File: config.mk
export PLATFORM = sky130hd
export DESIGN_NAME = conv_encoder_stream
export DESIGN_NICKNAME = d
export VERILOG_FILES = /design/src/rtl/conv_encoder_stream.sv
export SDC_FILE = /design/constraint.sdc
export NUM_CORES = 1
export LEC_CHECK = 0
export ABC_CLOCK_PERIOD_IN_PS = 4900
export CAP_MARGIN = 25
export CORE_ASPECT_RATIO = 0.75
export CORE_MARGIN = 2
export CORE_UTILIZATION = 59
export DETAILED_ROUTE_END_ITERATION = 8
export GPL_TIMING_DRIVEN = 0
export PLACE_DENSITY_LB_ADDON = 0.08
export SYNTH_ARGS = -nofsm -noshare
export SYNTH_HDL_FRONTEND = slang
export SYNTH_SLANG_ARGS = --single-unit
File: constraint.sdc
create_clock -name sys_clk -period 4.9 [get_ports sys_clk]
set_input_delay 0.98 -clock sys_clk [delete_from_list [all_inputs] [get_ports sys_clk]]
set_output_delay 0.98 -clock sys_clk [all_outputs]
set_load 0.05 [all_outputs]
File: src/rtl/conv_encoder_stream.sv
// Streaming convolutional encoder. Takes a frame of information bits over a
// valid/ready handshake, emits one coded symbol per bit, then K-1 zero tail
// symbols so the trellis ends in state 0. One-entry output register with
// full backpressure.
module conv_encoder_stream #(
    parameter int unsigned MAX_K       = 9,
    parameter int unsigned MAX_RATE    = 3,
    parameter int unsigned FRAME_LEN_W = 8
) (
    input  logic                               sys_clk,
    input  logic                               rst,
    input  logic                               en,
    input  logic                               i_code_rate,
    input  logic [1:0]                         i_constr_len,
    input  logic [MAX_RATE-1:0][MAX_K-1:0]     i_gen_poly,
    input  logic [FRAME_LEN_W-1:0]             i_frame_len,
    input  logic                               i_start,
    input  logic                               i_bit_valid,
    input  logic                               i_bit,
    output logic                               o_bit_ready,
    output logic                               o_sym_valid,
    output logic [MAX_RATE-1:0]                o_sym,
    input  logic                               i_sym_ready,
    output logic                               o_busy,
    output logic                               o_done
);

    typedef enum logic [1:0] {StIdle, StData, StTail, StDone} state_e;

    state_e                           state_q, state_d;
    logic [MAX_K-2:0]                 hist_q, hist_d;
    logic                             rate_q, rate_d;
    logic [1:0]                       k_q, k_d;
    logic [MAX_RATE-1:0][MAX_K-1:0]   poly_q, poly_d;
    logic [FRAME_LEN_W-1:0]           len_q, len_d;
    logic [FRAME_LEN_W-1:0]           bit_cnt_q, bit_cnt_d;
    logic [3:0]                       tail_cnt_q, tail_cnt_d;
    logic [MAX_RATE-1:0]              sym_q, sym_d;
    logic                             sym_valid_q, sym_valid_d;
    logic                             done_q, done_d;

    logic                             step_ok;
    logic                             step;
    logic                             in_bit;
    logic [3:0]                       k_val;
    logic [3:0]                       tail_last;
    logic [MAX_K-1:0]                 win_mask;
    logic [MAX_K-1:0]                 window;
    logic [MAX_RATE-1:0]              sym_calc;

    // K = 3,5,7,9 from the 2-bit code; last tail index is K-2
    assign k_val     = {1'b0, k_q, 1'b1} + 4'd2;
    assign tail_last = {1'b0, k_q, 1'b1};
    assign win_mask  = ~({MAX_K{1'b1}} << k_val);

    // Tail steps feed zeros into the window
    assign in_bit = (state_q == StData) ? i_bit : 1'b0;
    assign window = {hist_q, in_bit};

    // A step may load the symbol register when it is empty or being drained
    assign step_ok = en && (!sym_valid_q || i_sym_ready);

    // Parity of the masked window per generator; poly 2 only at rate 1/3
    always_comb begin
        sym_calc = '0;
        for (int j = 0; j < MAX_RATE; j++) begin
            if (j < 2 || (j == 2 && rate_q)) begin
                sym_calc[j] = ^(window & poly_q[j] & win_mask);
            end
        end
    end

    // Next-state logic and handshake outputs
    always_comb begin
        state_d     = state_q;
        hist_d      = hist_q;
        rate_d      = rate_q;
        k_d         = k_q;
        poly_d      = poly_q;
        len_d       = len_q;
        bit_cnt_d   = bit_cnt_q;
        tail_cnt_d  = tail_cnt_q;
        done_d      = 1'b0;
        step        = 1'b0;
        o_bit_ready = 1'b0;

        unique case (state_q)
            StIdle: begin
                if (i_start && i_frame_len != '0) begin
                    rate_d     = i_code_rate;
                    k_d        = i_constr_len;
                    poly_d     = i_gen_poly;
                    len_d      = i_frame_len;
                    hist_d     = '0;
                    bit_cnt_d  = '0;
                    tail_cnt_d = '0;
                    state_d    = StData;
                end
            end
            StData: begin
                o_bit_ready = step_ok;
                if (i_bit_valid && step_ok) begin
                    step = 1'b1;
                    if (bit_cnt_q == len_q - 1'b1) begin
                        tail_cnt_d = '0;
                        state_d    = StTail;
                    end else begin
                        bit_cnt_d = bit_cnt_q + 1'b1;
                    end
                end
            end
            StTail: begin
                if (step_ok) begin
                    step = 1'b1;
                    if (tail_cnt_q == tail_last) begin
                        state_d = StDone;
                    end else begin
                        tail_cnt_d = tail_cnt_q + 1'b1;
                    end
                end
            end
            StDone: begin
                // Hold until the final symbol has been taken downstream
                if (!sym_valid_q) begin
                    done_d  = 1'b1;
                    state_d = StIdle;
                end
            end
            default: state_d = StIdle;
        endcase

        if (step) begin
            hist_d = {hist_q[MAX_K-3:0], in_bit};
        end
    end

    // Symbol register: reload on a step, otherwise drain on acceptance
    always_comb begin
        sym_d       = sym_q;
        sym_valid_d = sym_valid_q;
        if (step) begin
            sym_d       = sym_calc;
            sym_valid_d = 1'b1;
        end else if (i_sym_ready) begin
            sym_valid_d = 1'b0;
        end
    end

    // State registers; en low freezes everything
    always_ff @(posedge sys_clk or negedge rst) begin
        if (!rst) begin
            state_q     <= StIdle;
            hist_q      <= '0;
            rate_q      <= 1'b0;
            k_q         <= '0;
            poly_q      <= '0;
            len_q       <= '0;
            bit_cnt_q   <= '0;
            tail_cnt_q  <= '0;
            sym_q       <= '0;
            sym_valid_q <= 1'b0;
            done_q      <= 1'b0;
        end else if (en) begin
            state_q     <= state_d;
            hist_q      <= hist_d;
            rate_q      <= rate_d;
            k_q         <= k_d;
            poly_q      <= poly_d;
            len_q       <= len_d;
            bit_cnt_q   <= bit_cnt_d;
            tail_cnt_q  <= tail_cnt_d;
            sym_q       <= sym_d;
            sym_valid_q <= sym_valid_d;
            done_q      <= done_d;
        end
    end

    assign o_sym       = sym_q;
    assign o_sym_valid = sym_valid_q;
    assign o_done      = done_q;
    assign o_busy      = (state_q == StData) || (state_q == StTail);

endmodule

==> impl_metrics.csv, run 1 <==
group,metric,value,unit
setup_path,r2r_slack,2.23,ns
yosys,synth_seq_cells,65,
power,clock_power_share,20.1,%
power,p_leak,1.97,nW
power,swShare,41.7,%
routing,wire_per_inst,15.2,um
power,p_sw,0.00107,W
placed_design,gp_congestion,0.870,
setup_path,crit_path_start_kind,"input port",
yosys,synth_most_common_cell,"nand2_1",
setup_path,arrival,2.61,ns
setup_path,worstPathRequired,3.92,ns
clocking,cts_max_path_buffers,2,
clocking,cts_tree,"built",
clocking,post_cts_buffers,0,
yosys,yosysWarnings,0,
yosys,synthTopCellsByCount,"nand2_1, dfrtp_1, o21ai_1",
min_path,hold_class,"reg -> reg",
routing,drt-initial-drc-count,250,
floorplan,initial_core_util,61.4,%
yosys,yosysTopAreaCellShare,45.2,%
sta,finalSetupViolCount,0,
layout,syn_to_final_growth,23.0,%
yosys,post_synth_num_cell_types,47,
clocking,cts_resized,0,
floorplan,fp.dieW,94.1,um
sta,period_minus_slack,3.59,ns
layout,nets,543,
power,power.internal,0.00149,W
sta,final_max_slew_viol_count,0,
layout,fillerInstances,440,
floorplan,pin_count,52,
global_route,grt_use_total,28.3,%
global_route,grt_antenna_before_repair,0,
setup_path,worstPathMaxFanout,4,
sta,fin_skew,0.00779,ns
status,status,"finished clean",
clocking,htreeDepth,3,
routing,num_vias,3227,
yosys,ys_seq_area_share,45.2,%
sta,maxSlewHeadroom,45.0,%
yosys,synth_area_leaders,"dfrtp_1, nand2_1, xnor2_1, o21ai_1, ha_1",
power,max-vdd-ir-drop,316,uV
clocking,clock-sinks,65,
floorplan,die_y,71.6,um
yosys,synth_edf_count,0,
yosys,synth.largest_area_cell,"dfrtp_1",
routing,wl,8.70,mm
sta,period_share,73.3,%
sta,rsz0062_at_grt,"no",
sta,fmax,279,MHz
power,power_density,579,nW/um2
yosys,synth_area_per_cell,8.40,um2
layout,final_util,75.5,%
layout,drive_gt1_share,5.25,%
global_route,grt_overflow_total,0,
setup_path,endpoint_kind,"output pin",
floorplan,rows,24,
yosys,ys.flop_type,"dfrtp_1",
routing,drc,0,
routing,drtPass1Iterations,5,
sta,hold_viol_final,0,
global_route,grt_pass1_vias,3063,
setup_path,path_class,"in -> out",
global_route,grt_max_degree,66,
floorplan,coreArea,5860,um2
power,pwr-share-seq,38.0,%
placed_design,hpwl,6.17,mm
global_route,grt_pass1_wl,14.7,mm
floorplan,die_area,6740,um2
yosys,syn_inst,428,
clocking,clock_latency,0.34,ns
routing,viasPerCell,5.63,
clocking,cts_inserted_buffers,9,
yosys,synthArstFlopShare,100,%
run,max_cap_violations,0,
clocking,cts_hold_buffers,0,
layout,antennaDiodeCount,0,
clocking,clk_pin_slew_worst_paths,0.06,ns
yosys,netlist_area,3590,um2
routing,ant_nets,0,
sta,finalSetupTns,0,ns
sta,worst_slew_pin_slew,0.825,ns
clocking,clockRootBuffer,"clkbuf_8",
power,combPwrFrac,41.9,%
placed_design,port_buffers,51,
yosys,syn_nets,481,
## per-stage QoR
step           area, um2  instances  hold slack [ns]  setup slack, ns  power (W)
6_report            4420        573            0.482             1.31    0.00256
3_3_place_gp        4200        557            0.460            0.676    0.00198
2_1_floorplan       3590        428            0.445             2.32    0.00171
4_1_cts             4420        573            0.479             1.31    0.00256
5_1_grt             4420        573            0.499             1.18    0.00275
3_5_place_dp        4200        557            0.463             1.32    0.00204
## placed cells by master, fill, tap and decap left out, types with 3 or more instances in the layout
master / n
nand3_1: 20
or4_1: 3
or2_1: 3
o21ai_0: 9
clkbuf_1: 18
nor2_1: 8
nand2b_1: 6
nand2_1: 162
xnor2_1: 21
ha_1: 8
nor2b_1: 3
dfrtp_1: 65
nand4_1: 6
clkbuf_8: 11
clkdlybuf4s50_1: 50
inv_1: 7
o31ai_1: 4
xor2_1: 8
buf_2: 3
a31oi_1: 5
mux2i_1: 4
and3_1: 4
o21ai_1: 23
a21oi_1: 12
## power groups by stage
stage / Combinational [W] / Sequential (W) / Clock [W]
CTS: 0.00107 / 0.000969 / 0.000520
global route: 0.00119 / 0.00100 / 0.000553
floorplan: 0.000728 / 0.000983 / 0
finish: 0.00107 / 0.000973 / 0.000515
detailed placement: 0.00106 / 0.000977 / 0
global placement: 0.00101 / 0.000967 / 0
## registers in the layout, summed over array words and instances (netlist names)
register	flops
o_sym	3
len_q	8
bit_cnt_q	8
o_sym_valid	1
rate_q	1
k_q	2
poly_q	27
hist_q	8
state_q	2
o_done	1
tail_cnt_q	4
## worst paths after layout
check,from,to,cells after the start
hold / removal,poly_q[20]$_DFFE_PN0P_,poly_q[20]$_DFFE_PN0P_,2
min in group asynchronous,rst,o_done$_DFFE_PN0P_,1
setup reg to reg,len_q[0]$_DFFE_PN0P_,state_q[1]$_DFFE_PN0P_,10
setup / recovery,i_sym_ready,o_bit_ready,4
hold reg to reg,poly_q[20]$_DFFE_PN0P_,poly_q[20]$_DFFE_PN0P_,2
max in group asynchronous,rst,poly_q[9]$_DFFE_PN0P_,1
## critical path, cell delays in order
cell	delay, ns
clkdlybuf4s50_1	0.48
nand2b_1	0.18
and3_1	0.18
clkdlybuf4s50_1	0.80
## per-layer routing
metal | up-vias | track usage, % | part of all wire [%]
li1 | 1553 | - | -
met5 | - | 0 | 0
met4 | 0 | 5.96 | 1.3
met2 | 138 | 43.3 | 46
met1 | 1520 | 40.2 | 46
met3 | 16 | 9.04 | 6.7
## cells by family (layout without fill, tap and decap cells)
family	count (synthesis)	in the layout	share of synthesized area [%]
mux	5	5	1.43
xor+xnor	30	30	7.69
buf+inv	27	94	3.34
simple gates	225	225	27.2
compound gates	68	68	12.3
fa+ha+maj	8	8	2.78
flops	65	65	45.2
## cell type report
cell class                      count  area [um2]  share of cell area (%)
Multi-Input combinational cell    336        1850                    41.8
Sequential cell                    65        1630                    36.8
Timing Repair Buffer               51         508                    11.5
Clock buffer                       14         163                    3.68
Tap cell                           78        97.6                    2.21
Buffer                             20        93.8                    2.12
Clock inverter                      2        60.1                    1.36
Inverter                            7        26.3                   0.594
No activity file was read; power rests on OpenSTA's default activity.
==> inputs of run 2 (changes only) <==
- ABC_CLOCK_PERIOD_IN_PS: 4900 -> 3600
- CORE_UTILIZATION: 59 -> 55
- clock period: 4.9 -> 3.6 ns (I/O delays scaled with it)
==> impl_metrics.csv, run 2 (synthesis results as in run 1) <==
group,metric,value,unit
clocking,cts_max_path_buffers,2,
layout,final_common_cell,"nand2_1",
setup_path,worstPathRequired,2.88,ns
routing,ant_nets,0,
setup_path,crit_path_start_kind,"flop",
sta,maxSlewHeadroom,45.8,%
setup_path,worstPathMaxFanout,10,
layout,stdcell_count,576,
clocking,htreeDepth,3,
sta,worst_slew_pin_slew,0.812,ns
placed_design,hpwl,6.06,mm
setup_path,path_class,"reg -> out",
clocking,cts_resized,0,
power,power_density,758,nW/um2
clocking,clock-sinks,65,
placed_design,gp_congestion,0.842,
clocking,clk_pin_slew_worst_paths,0.07,ns
layout,nets,543,
floorplan,pin_count,52,
layout,final_util,69.2,%
floorplan,die_y,74.0,um
floorplan,rows,25,
setup_path,arrival,2.64,ns
layout,antennaDiodeCount,0,
setup_path,r2r-start,"len_q[0]$_DFFE_PN0P_",
placed_design,placed_cells,560,
placed_design,port_buffers,51,
clocking,cts_tree,"built",
global_route,grt_antenna_before_repair,0,
sta,holdWs,0.455,ns
floorplan,initial_core_util,56.9,%
setup_path,endpoint_kind,"output pin",
setup_path,r2r_slack,0.85,ns
layout,syn_to_final_growth,21.7,%
global_route,grt_overflow_total,0,
power,p_leak,1.93,nW
global_route,grt_pass1_wl,14.3,mm
routing,drt-initial-drc-count,184,
floorplan,coreArea,6320,um2
routing,drtPass1Iterations,4,
routing,met2WireLength,3.73,mm
clocking,cts_inserted_buffers,9,
placed_design,pre_cts_ws,0.345,ns
setup_path,startpoint,"state_q[1]$_DFFE_PN0P_",
sta,finalSetupTns,0,ns
routing,met3_length,478,um
layout,drive_gt1_share,5.86,%
global_route,grt_use_total,25.4,%
floorplan,die_area,7210,um2
sta,period_minus_slack,3.36,ns
setup_path,r2r.worst_path.cells,10,
status,status,"finished clean",
clocking,cts_hold_buffers,0,
power,max-vdd-ir-drop,397,uV
min_path,hold_class,"in -> async",
layout,largest_reg_flops,27,
routing,drc,0,
layout,top_register,"poly_q",
routing,wl_met1,4.16,mm
routing,wire_per_inst,14.8,um
sta,hold_viol_final,0,
floorplan,fp.dieW,97.4,um
sta,rsz0062_at_grt,"no",
sta,period_share,93.4,%
clocking,clock_latency,0.35,ns
run,max_cap_violations,0,
sta,worst_slack,0.239,ns
global_route,grt_max_degree,66,
routing,highest_layer,"met4",
clocking,clockRootBuffer,"clkbuf_8",
routing,viasPerCell,5.47,
sta,fmax,297,MHz
layout,layout_common_cells,"nand2_1, dfrtp_1, clkdlybuf4s50_1, o21ai_1, xnor2_1",
routing,num_vias,3151,
sta,fin_skew,0.00921,ns
global_route,grt_pass1_vias,3010,
routing,wl,8.50,mm
clocking,post_cts_buffers,0,
setup_path,crit-reg2reg-capture,"state_q[1]$_DFFE_PN0P_",
sta,final_max_slew_viol_count,0,
sta,finalSetupViolCount,0,
[run 2: cell count changes in the layout (fill, tap and decap cells not counted)]
cell        delta
clkbuf_1       -3
clkbuf_8       -2
clkinvlp_4     +5
bufinv_16      -2
clkinv_2       +2
[run 2: area by class of cell]
class	count	area [um2]
flip-flops and latches	65	1630
repair buffers	51	508
inverters	7	26.3
clock buffers	9	124
plain buffers	20	93.8
clock inverters	7	47.5
multi-input cells	336	1850
well taps	81	101
fillers	535	1940
[run 2: report_power, final]
part / total (W) / switching, W / internal (W)
sequential: 0.00133 / 0.000305 / 0.00103
combinational: 0.00144 / 0.000865 / 0.000574
clock: 0.000546 / 0.000300 / 0.000246
[run 2: worst max-delay path by stage]
stage                                         to  slack [ns]  cells past startpoint
after floorplan           state_q[1]$_DFFE_PN0P_        1.20                     10
after global placement    poly_q[10]$_DFFE_PN0P_       -0.37                      1
after detailed placement   poly_q[7]$_DFFE_PN0P_        0.34                      8
after CTS                            o_bit_ready        0.22                      5
after global routing                 o_bit_ready        0.12                      5
final                                o_bit_ready        0.24                      5
[run 2: worst max-delay path: stages, from the launching register on]
cell             delay, ns
dfrtp_1               0.43
inv_1                 0.09
ha_1                  0.29
clkbuf_1              0.45
and3_1                0.24
clkdlybuf4s50_1       0.80
[run 2: through the flow]
| stage | cell area (um2) | total power (W) |
|---|---|---|
| after floorplan | 3590 | 0.00233 |
| after global placement | 4210 | 0.00271 |
| after detailed placement | 4200 | 0.00277 |
| after CTS | 4380 | 0.00332 |
| after global routing | 4380 | 0.00356 |
| final | 4380 | 0.00332 |
[run 2: per-layer routing]
metal	GRT usage, %	vias to the layer above
met1	36.1	1482
met3	6.20	14
met4	9.88	0
met5	0	-
li1	-	1550
met2	38.6	105
==> inputs of run 3 (changes only) <==
- MAX_ROUTING_LAYER: unset -> met4
==> impl_metrics.csv, run 3 (synthesis results as in run 1) <==
group,metric,value,unit
global_route,grt_max_degree,66,
clocking,htreeDepth,3,
setup_path,crit_path_start_kind,"flop",
sta,hold_viol_final,0,
setup_path,critPathBufInv,3,
power,power_density,758,nW/um2
floorplan,coreArea,6320,um2
layout,final_common_cell,"nand2_1",
floorplan,rows,25,
setup_path,path_class,"reg -> out",
floorplan,fp.dieW,97.4,um
global_route,grt_antenna_before_repair,0,
setup_path,worstPathRequired,2.88,ns
global_route,grt_use_total,26.3,%
setup_path,arrival,2.65,ns
sta,worst_slew_pin_slew,0.819,ns
floorplan,die_y,74.0,um
layout,layout_common_cells,"nand2_1, dfrtp_1, clkdlybuf4s50_1, o21ai_1, xnor2_1",
power,max-vdd-ir-drop,401,uV
routing,drtPass1Iterations,4,
sta,period_minus_slack,3.37,ns
layout,top_register,"poly_q",
layout,stdcell_count,576,
setup_path,worstPathMaxFanout,10,
setup_path,crit_path_cell_trace,"inv_1 -> ha_1 -> clkbuf_1 -> and3_1 -> clkdlybuf4s50_1",
sta,period_share,93.7,%
setup_path,cp_slowest_cell,"clkdlybuf4s50_1",
routing,num_vias,3150,
placed_design,hpwl,6.06,mm
clocking,cts_resized,0,
layout,antennaDiodeCount,0,
power,total_power,0.00332,W
routing,viasPerCell,5.47,
global_route,grt_pass1_wl,14.3,mm
setup_path,cp_top_family,"buffers and inverters",
layout,nets,543,
global_route,grt_pass1_vias,3004,
routing,ant_nets,0,
min_path,hold_class,"in -> async",
status,status,"finished clean",
setup_path,endpoint_kind,"output pin",
sta,final_max_slew_viol_count,0,
placed_design,gp_congestion,0.855,
setup_path,r2r.worst_path.cells,10,
layout,multiInputGateArea,1850,um2
floorplan,die_area,7210,um2
placed_design,placed_cells,560,
layout,fillerInstances,535,
layout,largest_reg_flops,27,
clocking,cts_inserted_buffers,9,
placed_design,port_buffers,51,
run,max_cap_violations,0,
sta,finalSetupTns,0,ns
clocking,cts_tree,"built",
global_route,grt_overflow_total,0,
clocking,clock-sinks,65,
floorplan,pin_count,52,
setup_path,slowest_delay,0.80,ns
sta,fin_skew,0.0102,ns
sta,maxSlewHeadroom,45.4,%
sta,fmax,296,MHz
layout,syn_to_final_growth,21.7,%
power,p_leak,1.93,nW
layout,finalInstanceArea,4380,um2
setup_path,r2r_slack,0.86,ns
sta,finalSetupViolCount,0,
floorplan,initial_core_util,56.9,%
clocking,clockRootBuffer,"clkbuf_8",
sta,rsz0062_at_grt,"no",
layout,drive_gt1_share,5.86,%
setup_path,r2r-start,"len_q[0]$_DFFE_PN0P_",
routing,wl,8.48,mm
routing,wire_per_inst,14.7,um
clocking,cts_hold_buffers,0,
setup_path,crit-reg2reg-capture,"state_q[1]$_DFFE_PN0P_",
placed_design,placed_area,4200,um2
clocking,clock_latency,0.35,ns
clocking,cts_max_path_buffers,2,
clocking,post_cts_buffers,0,
routing,drc,0,
layout,regArea,1630,um2
routing,drt-initial-drc-count,172,
clocking,clk_pin_slew_worst_paths,0.07,ns
[run 3: worst max path at each step]
stage	start	endpoint	slack (ns)	cells past startpoint
2_1_floorplan	len_q[0]$_DFFE_PN0P_	state_q[1]$_DFFE_PN0P_	1.20	10
3_3_place_gp	rst	poly_q[10]$_DFFE_PN0P_	-0.37	1
3_5_place_dp	i_frame_len[5]	poly_q[7]$_DFFE_PN0P_	0.34	8
4_1_cts	state_q[1]$_DFFE_PN0P_	o_bit_ready	0.22	5
5_1_grt	state_q[1]$_DFFE_PN0P_	o_bit_ready	0.12	5
6_report	state_q[1]$_DFFE_PN0P_	o_bit_ready	0.23	5
[run 3: layout make-up]
| cell class | instances | share of cell area (%) |
|---|---|---|
| multi-input cells | 336 | 42.2 |
| flip-flops and latches | 65 | 37.2 |
| repair buffers | 51 | 11.6 |
| clock buffers | 9 | 2.83 |
| well taps | 81 | 2.32 |
| plain buffers | 20 | 2.14 |
| clock inverters | 7 | 1.09 |
| inverters | 7 | 0.601 |
[run 3: per-layer routing]
| layer | vias up | part of all wire [%] | track usage [%] |
|---|---|---|---|
| li1 | 1548 | - | - |
| met1 | 1479 | 48 | 36.5 |
| met5 | - | 0 | - |
| met3 | 20 | 5.7 | 5.36 |
| met2 | 103 | 44 | 38.2 |
| met4 | 0 | 2.1 | 11.3 |
[run 3: metrics by stage]
stage	util (%)	setup slack, ns	hold WS [ns]
final	69.2	0.225	0.458
after global routing	69.2	0.120	0.509
after CTS	69.2	0.220	0.484
after detailed placement	66.5	0.345	0.464
after global placement	66.6	-0.366	0.459
after floorplan	-	1.20	0.424
[run 3: power breakdown]
group	leakage (nW)	switching [W]	internal [W]
registers	0.835	0.000303	0.00103
logic	1.02	0.000865	0.000574
clock network	0.0733	0.000301	0.000246
